$ cat src/rtl/l4_field_extractor.sv
`default_nettype none
// ============================================================================
// Module   : l4_field_extractor
// Purpose  : Passive RX header parser. It skips up to MAX_VLAN VLAN tags and
//            extracts the IP protocol and the L4 ports for the classifier.
// Revision : 1.0
// ============================================================================
module l4_field_extractor #(
    parameter int MAX_VLAN = 2
) (
    input  logic        clk_i,
    input  logic        rst_i,
    input  logic [63:0] snk_data_i,
    input  logic        snk_valid_i,
    input  logic        snk_sop_i,
    input  logic        snk_eop_i,
    input  logic [2:0]  snk_empty_i,
    output logic [7:0]  ip_prot_o,
    output logic        ip_prot_en_o,
    output logic [15:0] port_src_o,
    output logic        port_src_en_o,
    output logic [15:0] port_dst_o,
    output logic        port_dst_en_o,
    output logic        ipv6_o,
    output logic        hdr_done_o
);

    typedef enum logic [2:0] {
        S_IDLE = 3'd0,
        S_L2   = 3'd1,
        S_IP4  = 3'd2,
        S_IP6  = 3'd3,
        S_L4   = 3'd4,
        S_DONE = 3'd5
    } state_t;

    localparam logic [7:0] C_L3_NO_TAG  = 8'd14;
    localparam logic [7:0] C_L3_ONE_TAG = 8'd18;
    localparam logic [7:0] C_L3_TWO_TAG = 8'd22;

    state_t      r_state, w_state_cur, w_state_nxt;
    logic [3:0]  r_beat_cnt, w_beat;
    logic [7:0]  r_l3_off, w_l3_base, w_l3_tag1, w_l3_off;
    logic [7:0]  r_l4_off, w_l4_nxt;
    logic        w_l4_load;
    logic [7:0]  w_lane_ok;
    logic [15:0] w_etype, w_frag, w_src, w_dst;
    logic [7:0]  w_ver, w_prot;
    logic        r_frag_nz, w_frag_nz, w_frag_cap;
    logic        w_prot_cap, w_src_cap, w_dst_cap, w_ipv6_set, w_done;

    // Byte at absolute offset `off` is carried by the current beat in a valid lane.
    // Every field lives below offset 120, so a saturated counter never matches.
    function automatic logic f_here(input logic [7:0] off, input logic [3:0] beat,
                                    input logic [7:0] lane_ok);
        f_here = (off[7:3] == {1'b0, beat}) && lane_ok[off[2:0]];
    endfunction

    function automatic logic [7:0] f_byte(input logic [63:0] data, input logic [2:0] lane);
        logic [63:0] w_shift;
        w_shift = data << {lane, 3'b000};
        f_byte  = w_shift[63:56];
    endfunction

    // All 16-bit fields start at even offsets, so they never straddle two beats.
    function automatic logic [15:0] f_word(input logic [63:0] data, input logic [7:0] off);
        f_word = {f_byte(data, off[2:0]), f_byte(data, off[2:0] + 3'd1)};
    endfunction

    function automatic logic f_is_tpid(input logic [15:0] w);
        f_is_tpid = (w == 16'h8100) || (w == 16'h88A8);
    endfunction

    function automatic logic f_has_ports(input logic [7:0] p);
        f_has_ports = (p == 8'd6) || (p == 8'd17) || (p == 8'd132);
    endfunction

    always_comb begin
        w_beat      = snk_sop_i ? 4'd0 : ((r_beat_cnt == 4'd15) ? 4'd15 : r_beat_cnt + 4'd1);
        w_state_cur = snk_sop_i ? S_L2 : r_state;
        w_l3_base   = snk_sop_i ? C_L3_NO_TAG : r_l3_off;
        for (int l = 0; l < 8; l++) begin
            w_lane_ok[l] = !snk_eop_i || ((4'(l) + {1'b0, snk_empty_i}) <= 4'd7);
        end
        w_l3_tag1   = w_l3_base;
        w_l3_off    = w_l3_base;
        w_state_nxt = w_state_cur;
        w_l4_load   = 1'b0;
        w_l4_nxt    = r_l4_off;
        w_etype     = 16'h0000;
        w_ver       = 8'h00;
        w_frag      = f_word(snk_data_i, r_l3_off + 8'd6);
        w_frag_cap  = 1'b0;
        w_frag_nz   = r_frag_nz;
        w_prot      = 8'h00;
        w_prot_cap  = 1'b0;
        w_ipv6_set  = 1'b0;
        w_src       = f_word(snk_data_i, r_l4_off);
        w_dst       = f_word(snk_data_i, r_l4_off + 8'd2);
        w_src_cap   = 1'b0;
        w_dst_cap   = 1'b0;

        case (w_state_cur)
            S_L2: begin
                // Tag checks chain within the beat so the EtherType and version
                // byte found behind a tag in the same beat are used immediately.
                if (MAX_VLAN >= 1 && w_l3_base == C_L3_NO_TAG && f_here(8'd13, w_beat, w_lane_ok)
                    && f_is_tpid(f_word(snk_data_i, 8'd12))) begin
                    w_l3_tag1 = C_L3_ONE_TAG;
                end
                w_l3_off = w_l3_tag1;
                if (MAX_VLAN >= 2 && w_l3_tag1 == C_L3_ONE_TAG && f_here(8'd17, w_beat, w_lane_ok)
                    && f_is_tpid(f_word(snk_data_i, 8'd16))) begin
                    w_l3_off = C_L3_TWO_TAG;
                end
                w_etype = f_word(snk_data_i, w_l3_off - 8'd2);
                w_ver   = f_byte(snk_data_i, w_l3_off[2:0]);
                if (f_here(w_l3_off - 8'd1, w_beat, w_lane_ok)) begin
                    if (w_etype == 16'h0800 && f_here(w_l3_off, w_beat, w_lane_ok)
                        && w_ver[7:4] == 4'h4) begin
                        if (w_ver[3:0] < 4'd5) begin
                            w_state_nxt = S_DONE;
                        end else begin
                            w_state_nxt = S_IP4;
                            w_l4_load   = 1'b1;
                            w_l4_nxt    = w_l3_off + {2'b00, w_ver[3:0], 2'b00};
                        end
                    end else if (w_etype == 16'h86DD && f_here(w_l3_off, w_beat, w_lane_ok)
                                 && w_ver[7:4] == 4'h6) begin
                        w_state_nxt = S_IP6;
                        w_ipv6_set  = 1'b1;
                        w_l4_load   = 1'b1;
                        w_l4_nxt    = w_l3_off + 8'd40;
                    end else begin
                        w_state_nxt = S_DONE;
                    end
                end
            end
            S_IP4: begin
                if (f_here(r_l3_off + 8'd7, w_beat, w_lane_ok)) begin
                    w_frag_cap = 1'b1;
                    w_frag_nz  = (w_frag & 16'h1FFF) != 16'h0000;
                end
                if (f_here(r_l3_off + 8'd9, w_beat, w_lane_ok)) begin
                    w_prot_cap = 1'b1;
                    w_prot     = f_byte(snk_data_i, r_l3_off[2:0] + 3'd1);
                    w_state_nxt = (!w_frag_nz && f_has_ports(w_prot)) ? S_L4 : S_DONE;
                end
            end
            S_IP6: begin
                if (f_here(r_l3_off + 8'd6, w_beat, w_lane_ok)) begin
                    w_prot_cap  = 1'b1;
                    w_prot      = f_byte(snk_data_i, r_l3_off[2:0] + 3'd6);
                    w_state_nxt = f_has_ports(w_prot) ? S_L4 : S_DONE;
                end
            end
            S_L4: begin
                w_src_cap = f_here(r_l4_off + 8'd1, w_beat, w_lane_ok);
                w_dst_cap = f_here(r_l4_off + 8'd3, w_beat, w_lane_ok);
                if ((port_src_en_o || w_src_cap) && (port_dst_en_o || w_dst_cap)) begin
                    w_state_nxt = S_DONE;
                end
            end
            default: ;
        endcase

        w_done = (w_state_cur == S_L2 || w_state_cur == S_IP4 || w_state_cur == S_IP6
                  || w_state_cur == S_L4) && (w_state_nxt == S_DONE || snk_eop_i);
        if (snk_eop_i) begin
            w_state_nxt = S_IDLE;
        end
    end

    always_ff @(posedge clk_i) begin
        if (rst_i) begin
            r_state       <= S_IDLE;
            r_beat_cnt    <= 4'd0;
            r_l3_off      <= C_L3_NO_TAG;
            r_l4_off      <= 8'd0;
            r_frag_nz     <= 1'b0;
            ip_prot_o     <= 8'd0;
            ip_prot_en_o  <= 1'b0;
            port_src_o    <= 16'd0;
            port_src_en_o <= 1'b0;
            port_dst_o    <= 16'd0;
            port_dst_en_o <= 1'b0;
            ipv6_o        <= 1'b0;
            hdr_done_o    <= 1'b0;
        end else begin
            hdr_done_o <= 1'b0;
            if (snk_valid_i) begin
                r_state    <= w_state_nxt;
                r_beat_cnt <= w_beat;
                r_l3_off   <= w_l3_off;
                hdr_done_o <= w_done;
                if (w_l4_load) begin
                    r_l4_off <= w_l4_nxt;
                end
                if (snk_sop_i) begin
                    ip_prot_en_o  <= 1'b0;
                    port_src_en_o <= 1'b0;
                    port_dst_en_o <= 1'b0;
                    ipv6_o        <= 1'b0;
                    r_frag_nz     <= 1'b0;
                end
                if (w_ipv6_set) begin
                    ipv6_o <= 1'b1;
                end
                if (w_frag_cap) begin
                    r_frag_nz <= w_frag_nz;
                end
                if (w_prot_cap) begin
                    ip_prot_o    <= w_prot;
                    ip_prot_en_o <= 1'b1;
                end
                if (w_src_cap) begin
                    port_src_o    <= w_src;
                    port_src_en_o <= 1'b1;
                end
                if (w_dst_cap) begin
                    port_dst_o    <= w_dst;
                    port_dst_en_o <= 1'b1;
                end
            end
        end
    end

endmodule
`default_nettype wire

$ cat config.mk
export PLATFORM = sky130hd
export DESIGN_NAME = l4_field_extractor
export DESIGN_NICKNAME = d
export VERILOG_FILES = /design/src/rtl/l4_field_extractor.sv
export SDC_FILE = /design/constraint.sdc
export NUM_CORES = 1
export LEC_CHECK = 0
export BUFFER_PORTS_ARGS = -buffer_cell sky130_fd_sc_hd__buf_2
export CAP_MARGIN = 20
export CORE_MARGIN = 1.5
export CORE_UTILIZATION = 30
export CTS_CLUSTER_DIAMETER = 30
export DETAILED_ROUTE_END_ITERATION = 16
export PLACE_DENSITY = 0.52
export SYNTH_ARGS = -nofsm -noshare
export SYNTH_HDL_FRONTEND = slang
export SYNTH_SLANG_ARGS = --single-unit
$ cat constraint.sdc
create_clock -name clk_i -period 5.05 [get_ports clk_i]
set_input_delay 1.01 -clock clk_i [delete_from_list [all_inputs] [get_ports clk_i]]
set_output_delay 1.01 -clock clk_i [all_outputs]
set_load 0.005 [all_outputs]
# Word-level counts from Yosys, hierarchy flattened
# Cells that the tools add are included.
[classes]
addsub = 24
magnitude_cmp = 16
n_eq_ne = 33
shift = 11
mux = 64
bitwise = 1
n_reduce_logical = 59
[ops]
columns = ["op", "n"]
rows = [
  ["<< shifter 64 x 6 -> 64 bit", 10],
  ["2-to-1 mux 8 bit", 11],
  ["== test 16 bit, second input constant", 5],
  ["<< shifter 64 x 6 -> 61 bit", 1],
  ["== test 5 x 4 -> 1 bit", 7],
  ["2-to-1 mux 1 bit", 32],
  ["<= comparator 4 x 3 -> 1 bit, second input constant", 7],
  ["< comparator 3 x 4 -> 1 bit, second input constant", 7],
  ["2-to-1 mux 3 bit", 9],
  ["== test 8 x 5 -> 1 bit, second input constant", 3],
  ["binary-select mux 1 bit (select 3 bit)", 7],
  ["logical AND 1 bit", 20],
  ["logical OR 1 bit", 20],
  ["adder 3 x 3 -> 4 bit, first input constant", 4],
  ["adder 8 x 3 -> 8 bit, second input constant", 2],
  ["== test 16 x 12 -> 1 bit, second input constant", 1],
  ["== test 8 x 3 -> 1 bit, second input constant", 2],
  ["== test 8 bit, second input constant", 2],
  ["one-hot mux 8 bit (2 select lines)", 1],
  ["nonzero test 16 bit", 1],
  ["adder 3 x 1 -> 3 bit, second input constant", 5],
  ["AND reduction 2 bit", 7],
  ["one-hot mux 3 bit (4 select lines)", 1],
  ["nonzero test 2 bit", 6],
  ["other kinds (31)", 37],
]
[word_totals]
regBits = 69
in_bits = 72

# Longest topological paths before layout
[depth]
depth_word = 27
depth_mapped = 17
ltp_nobuf = 17

# Worst setup path before layout
# OpenSTA, ideal clock, no wires.
[synth_path]
path_type = "input -> register"
start = "input port snk_data_i[29]"
end = "register r_l4_off[0]"
setup_time_ns = 0.128
arrival_ns = 4.502
t_required_ns = 4.922
setup_slack_ns = 0.420
path_stages = 16
path_buffers = 0
path_cell_list = "or3_1 > nor4_2 > and4_1 > nand2_1 > o21ai_0 > ha_1 > nand2_1 > or3_1 > a221oi_1 > or3_1 > nand2_1 > or3_1 > or2_2 > a211oi_4 > mux2i_1 > nor2_1"
[synth_via]
elab_chain_len = 21
[synth_rtl]
columns = ["element", "line_no", "rtl"]
rows = [
  ["from (decl)", "13", "input logic [63:0] snk_data_i,"],
  ["== test 16 bit", "71", "f_is_tpid = (w == 16'h8100) || (w == 16'h88A8);"],
  ["logical OR 1 bit", "71", ""],
  ["logical AND 1 bit", "108", "&& f_is_tpid(f_word(snk_data_i, 8'd12))) begin"],
  ["2-to-1 mux 8 bit", "107", "if (MAX_VLAN >= 1 && w_l3_base == C_L3_NO_TAG && f_here(8'd13, w_beat, w_lane_ok)"],
  ["2-to-1 mux 8 bit", "103", "case (w_state_cur)"],
  ["== test 8 x 5 -> 1 bit", "112", "if (MAX_VLAN >= 2 && w_l3_tag1 == C_L3_ONE_TAG && f_here(8'd17, w_beat, w_lane_ok)"],
  ["logical AND 1 bit", "112", ""],
  ["logical AND 1 bit", "113", "&& f_is_tpid(f_word(snk_data_i, 8'd16))) begin"],
  ["[... 5 more ...]", "n/a", ""],
  ["== test 16 bit", "128", "end else if (w_etype == 16'h86DD && f_here(w_l3_off, w_beat, w_lane_ok)"],
  ["logical AND 1 bit", "128", ""],
  ["logical AND 1 bit", "129", "&& w_ver[7:4] == 4'h6) begin"],
  ["2-to-1 mux 1 bit", "128", ""],
  ["2-to-1 mux 1 bit", "119", "if (w_etype == 16'h0800 && f_here(w_l3_off, w_beat, w_lane_ok)"],
  ["2-to-1 mux 1 bit", "118", "if (f_here(w_l3_off - 8'd1, w_beat, w_lane_ok)) begin"],
  ["2-to-1 mux 1 bit", "103", ""],
  ["AND reduction 6 bit (no source line)", "n/a", ""],
  ["to (signal assigned)", "197", "r_l4_off <= w_l4_nxt;"],
  ["to (decl)", "44", "logic [7:0] r_l4_off, w_l4_nxt;"],
]
# Several ways; a longest one is shown, not always the timed one. The select of a mux whose other input is x is not followed.
# A chain may end at the register's enable or synchronous reset.

# Worst setup path in the final report
# Ends and elaborated chain as after synthesis.

==> results.py <==
metrics = {
    "yosys": {
        "synth_top_area_share_pct": 26.0,
        "synth_area_leaders": "sky130_fd_sc_hd__mux4_2 26%, sky130_fd_sc_hd__dfxtp_1 14%, sky130_fd_sc_hd__mux2i_1 6.5%",
        "syn-mean-instance-area_um2": 8.92,
        "netlist_instances": 1086,
        "synth.ff_latch_count": 69,
        "syn_nets": 1176,
        "synth_seq_area_share_pct": 14.3,
        "synth_top_area_cell": "sky130_fd_sc_hd__mux4_2",
        "synth_cell_types": 84,
        "synthArstFlopShare_pct": 0,
        "synth_enable_flop_cells": 0,
        "synth_area_mm2": 0.00968,
        "ys.flop_type": "sky130_fd_sc_hd__dfxtp_1",
        "yosys_warnings": 0,
    },
    "sta": {
        "finalCritPeriodShare_pct": 92.1,
        "fin_skew_ns": 0.00969,
        "maxSlewHeadroom_pct": 47.1,
        "report.final.hold_viol_count": 0,
        "final_period_minus_worst_setup_slack_ns": 4.65,
        "max_clock_freq_mhz": 215,
        "grt_setup_unrepaired": "false",
        "slew_violations": 0,
        "setup_slack_ns": 0.398,
        "fin_tns_setup_ns": 0,
        "finalSetupViolCount": 0,
        "finalHoldWorstSlack_ns": 0.460,
        "worst_pin_slew_ns": 0.793,
    },
    "power_and_ir_drop": {
        "cell_internal_pwr_uw": 1100,
        "power.net_switching_uw": 527,
        "total_leakage_power_uw": 0.00419,
        "power_switching_share_pct": 32.3,
        "seqPwrFrac_pct": 33.8,
        "comb_power_share_pct": 25.1,
        "share_clk_of_total_power_pct": 41.0,
        "powerDensity_mw_per_mm2": 146,
        "vdd.ir_drop.worst_v": 0.000149,
        "total_power_uw": 1630,
    },
    "layout": {
        "final_core_utilization_pct": 35.4,
        "layout.area.seq_mm2": 0.00139,
        "layout-drive-gt1-share_pct": 29.8,
        "n_fill_cell": 3261,
        "area.growth.synth_to_final_pct": 15.6,
        "multi_input_comb_area_mm2": 0.00780,
        "fin_nets": 1270,
    },
    "floorplanning": {
        "die-area_mm2": 0.0334,
        "initial_utilization_pct": 30.6,
        "ios": 117,
        "die_width_um": 183,
        "fp-row-count": 65,
        "floorplan.die.height_um": 183,
        "floorplan.core_area_mm2": 0.0316,
    },
    "detailed_routing": {
        "drt-vias-per-instance": 6.36,
        "postRouteAntennaNets": 0,
        "route.vias.total": 10100,
        "drt_drc_violations_left": 0,
        "initialDrtViolationCount": 1338,
        "wire_per_inst_um": 25.4,
        "firstDrtPassIters": 5,
        "route.final.wire_length_um": 40300,
    },
    "global_routing": {
        "global_route.usage.total_pct": 24.0,
        "grt_max_degree": 45,
        "first_global_vias": 9508,
        "grt.overflow.total": 0,
        "wire_length_of_the_first_global_routing_pass_um": 60800,
        "number_of_antenna_violations_at_the_first_check_in_global_routing": 1,
    },
    "job": {
        "drv.max_cap_violation_count": 0,
    },
    "critical_path": {
        "arrival_ns": 4.87,
        "crit_path_end_kind": "register",
        "critPathMaxFanout": 10,
        "cp-start-kind": "input port",
        "setup.worst_path.class": "in -> reg",
        "worst-endpoint-required_ns": 5.27,
    },
    "clock_network": {
        "clock_insertion_delay_at_the_later_pin_of_the_skew_report_ns": 0.35,
        "clkTransAtPathRegs_ns": 0.06,
        "postCtsResizedCells": 0,
        "tritoncts_num_sinks": 69,
        "clock_tree.buffer_depth": 2,
        "cts-htree-levels": 3,
        "cts-buffers-inserted": 9,
        "total_setup_buffers_inserted_after_cts": 0,
        "hold_buffers": 0,
        "tritoncts_clock_tree": "yes",
        "cts-root-buf": "sky130_fd_sc_hd__clkbuf_16",
    },
    "placed_design": {
        "pre_cts_ws_ns": 0.0698,
        "detailedPlacementHpwl_um": 30200,
        "place.port_buffers": 116,
        "gp_congestion": 0.933,
    },
    "min_path": {
        "hold_path.class": "reg -> reg",
    },
    "outcome": {
        "outcome": "finished, final reports clean",
    },
}
## cell usage in the layout (no fill, tap or decap), types with 5 or more instances in the layout
| master | n |
|---|---|
| sky130_fd_sc_hd__nand3b_1 | 9 |
| sky130_fd_sc_hd__buf_2 | 116 |
| sky130_fd_sc_hd__o211ai_1 | 6 |
| sky130_fd_sc_hd__nand2_1 | 90 |
| sky130_fd_sc_hd__a211oi_1 | 38 |
| sky130_fd_sc_hd__nor4_1 | 12 |
| sky130_fd_sc_hd__nor2b_1 | 5 |
| sky130_fd_sc_hd__o22ai_1 | 13 |
| sky130_fd_sc_hd__xor2_1 | 17 |
| sky130_fd_sc_hd__mux4_1 | 7 |
| sky130_fd_sc_hd__or4_1 | 5 |
| sky130_fd_sc_hd__and2_1 | 5 |
| sky130_fd_sc_hd__mux2_2 | 11 |
| sky130_fd_sc_hd__mux4_2 | 112 |
| sky130_fd_sc_hd__o31ai_1 | 9 |
| sky130_fd_sc_hd__inv_1 | 21 |
| sky130_fd_sc_hd__a21oi_1 | 54 |
| sky130_fd_sc_hd__a21o_1 | 8 |
| sky130_fd_sc_hd__nand2b_1 | 18 |
| sky130_fd_sc_hd__nand4b_1 | 7 |
| sky130_fd_sc_hd__a22oi_1 | 9 |
| sky130_fd_sc_hd__nor3_1 | 40 |
| sky130_fd_sc_hd__ha_1 | 17 |
| sky130_fd_sc_hd__a311oi_1 | 9 |
| sky130_fd_sc_hd__nand3_1 | 28 |
| sky130_fd_sc_hd__dfxtp_1 | 67 |
| sky130_fd_sc_hd__a31oi_1 | 10 |
| sky130_fd_sc_hd__or3_1 | 16 |
| sky130_fd_sc_hd__mux2i_1 | 63 |
| sky130_fd_sc_hd__clkbuf_16 | 9 |
| sky130_fd_sc_hd__and3_1 | 11 |
| sky130_fd_sc_hd__buf_4 | 68 |
| sky130_fd_sc_hd__nor2_1 | 117 |
| sky130_fd_sc_hd__xnor2_1 | 22 |
| sky130_fd_sc_hd__nand4_1 | 12 |
| sky130_fd_sc_hd__o21ai_0 | 28 |
## power by group through the flow
stage	combinational [uW]	sequential [uW]	clock, uW
2_1_floorplan	223	562	0
3_3_place_gp	394	563	0
3_5_place_dp	396	563	0
4_1_cts	397	551	684
5_1_grt	431	551	702
6_report	410	551	669
## state kept, by name, summed over array words and instances (netlist names)
name           cells
ip_prot_en_o       1
r_l4_off           8
ipv6_o             1
ip_prot_o          8
r_beat_cnt         4
port_dst_o        16
port_src_en_o      1
r_state            3
r_l3_off           8
port_dst_en_o      1
port_src_o        16
r_frag_nz          1
hdr_done_o         1
## worst max-delay path, stage by stage
cell                       delay [ns]
sky130_fd_sc_hd__buf_2           0.10
sky130_fd_sc_hd__or3_1           0.48
sky130_fd_sc_hd__nor4_2          0.31
sky130_fd_sc_hd__and4_1          0.29
sky130_fd_sc_hd__nand2_1         0.10
sky130_fd_sc_hd__o21ai_0         0.14
sky130_fd_sc_hd__ha_1            0.20
sky130_fd_sc_hd__nand2_1         0.10
sky130_fd_sc_hd__or3_1           0.33
sky130_fd_sc_hd__a221oi_1        0.25
sky130_fd_sc_hd__or3_1           0.16
sky130_fd_sc_hd__nand2_1         0.05
sky130_fd_sc_hd__or3_1           0.32
sky130_fd_sc_hd__or2_2           0.33
sky130_fd_sc_hd__a211oi_4        0.41
sky130_fd_sc_hd__mux2i_1         0.24
sky130_fd_sc_hd__nor2_1          0.05
## layout make-up
type                            count  area share (%)
Antenna cell                        1          0.0224
Clock buffer                       10            2.14
Clock inverter                      6           0.548
Inverter                           23           0.771
Multi-Input combinational cell    892            69.7
Sequential cell                    69            12.4
Tap cell                          402            4.49
Timing Repair Buffer              185            9.93
## per-layer routing
| layer | routed length [um] | global-route usage [%] |
|---|---|---|
| met1 | 17000 | 34.3 |
| met2 | 17500 | 35.9 |
| met3 | 4320 | 4.53 |
| met4 | 1430 | 8.76 |
| met5 | 0 | 0 |
## cell usage after synthesis (8+ instances only)
| cell type | count |
|---|---|
| sky130_fd_sc_hd__nand3b_1 | 9 |
| sky130_fd_sc_hd__nor2_1 | 118 |
| sky130_fd_sc_hd__nor3_1 | 40 |
| sky130_fd_sc_hd__o31ai_1 | 9 |
| sky130_fd_sc_hd__a311oi_1 | 9 |
| sky130_fd_sc_hd__or3_1 | 16 |
| sky130_fd_sc_hd__o21ai_0 | 28 |
| sky130_fd_sc_hd__mux2i_1 | 63 |
| sky130_fd_sc_hd__nor4_1 | 12 |
| sky130_fd_sc_hd__mux2_2 | 11 |
| sky130_fd_sc_hd__ha_1 | 17 |
| sky130_fd_sc_hd__xnor2_1 | 22 |
| sky130_fd_sc_hd__nand2b_1 | 18 |
| sky130_fd_sc_hd__a31oi_1 | 10 |
| sky130_fd_sc_hd__mux4_2 | 112 |
| sky130_fd_sc_hd__nand4_1 | 12 |
| sky130_fd_sc_hd__a211oi_1 | 38 |
| sky130_fd_sc_hd__o22ai_1 | 13 |
| sky130_fd_sc_hd__a22oi_1 | 9 |
| sky130_fd_sc_hd__nand3_1 | 28 |
| sky130_fd_sc_hd__xor2_1 | 17 |
| sky130_fd_sc_hd__a21o_1 | 8 |
| sky130_fd_sc_hd__nand2_1 | 90 |
| sky130_fd_sc_hd__clkbuf_1 | 69 |
| sky130_fd_sc_hd__dfxtp_1 | 69 |
| sky130_fd_sc_hd__buf_1 | 12 |
| sky130_fd_sc_hd__a21oi_1 | 54 |
| sky130_fd_sc_hd__inv_1 | 21 |
| sky130_fd_sc_hd__and3_1 | 11 |
| sky130_fd_sc_hd__buf_2 | 13 |
## metrics by stage
step / cells / cell area, um2
2_1_floorplan: 1086 / 9680
3_3_place_gp: 1571 / 10900
3_5_place_dp: 1571 / 10900
4_1_cts: 1587 / 11200
5_1_grt: 1588 / 11200
6_report: 1588 / 11200
## path summary, 6_finish.rpt
| kind | from | slack, ns | to | cells after the start |
|---|---|---|---|---|
| setup / recovery | snk_data_i[29] | 0.40 | r_l4_off[0] | 17 |
| hold / removal | ip_prot_en_o | 0.46 | ip_prot_en_o | 2 |
| setup reg to reg | r_beat_cnt[1] | 0.64 | r_l4_off[0] | 18 |
| hold reg to reg | ip_prot_en_o | 0.46 | ip_prot_en_o | 2 |
## logic make-up (layout without fill, tap and decap cells)
family	after synthesis	count (layout)	synth area share (%)
simple gates	407	407	21.4
compound gates	231	231	16.9
mux	193	193	35.7
buf+inv	125	224	5.30
flops	69	69	14.3
xor+xnor	39	39	3.53
fa+ha+maj	22	22	2.82
other cells	0	1	0
(Power assumes the default switching activity.)
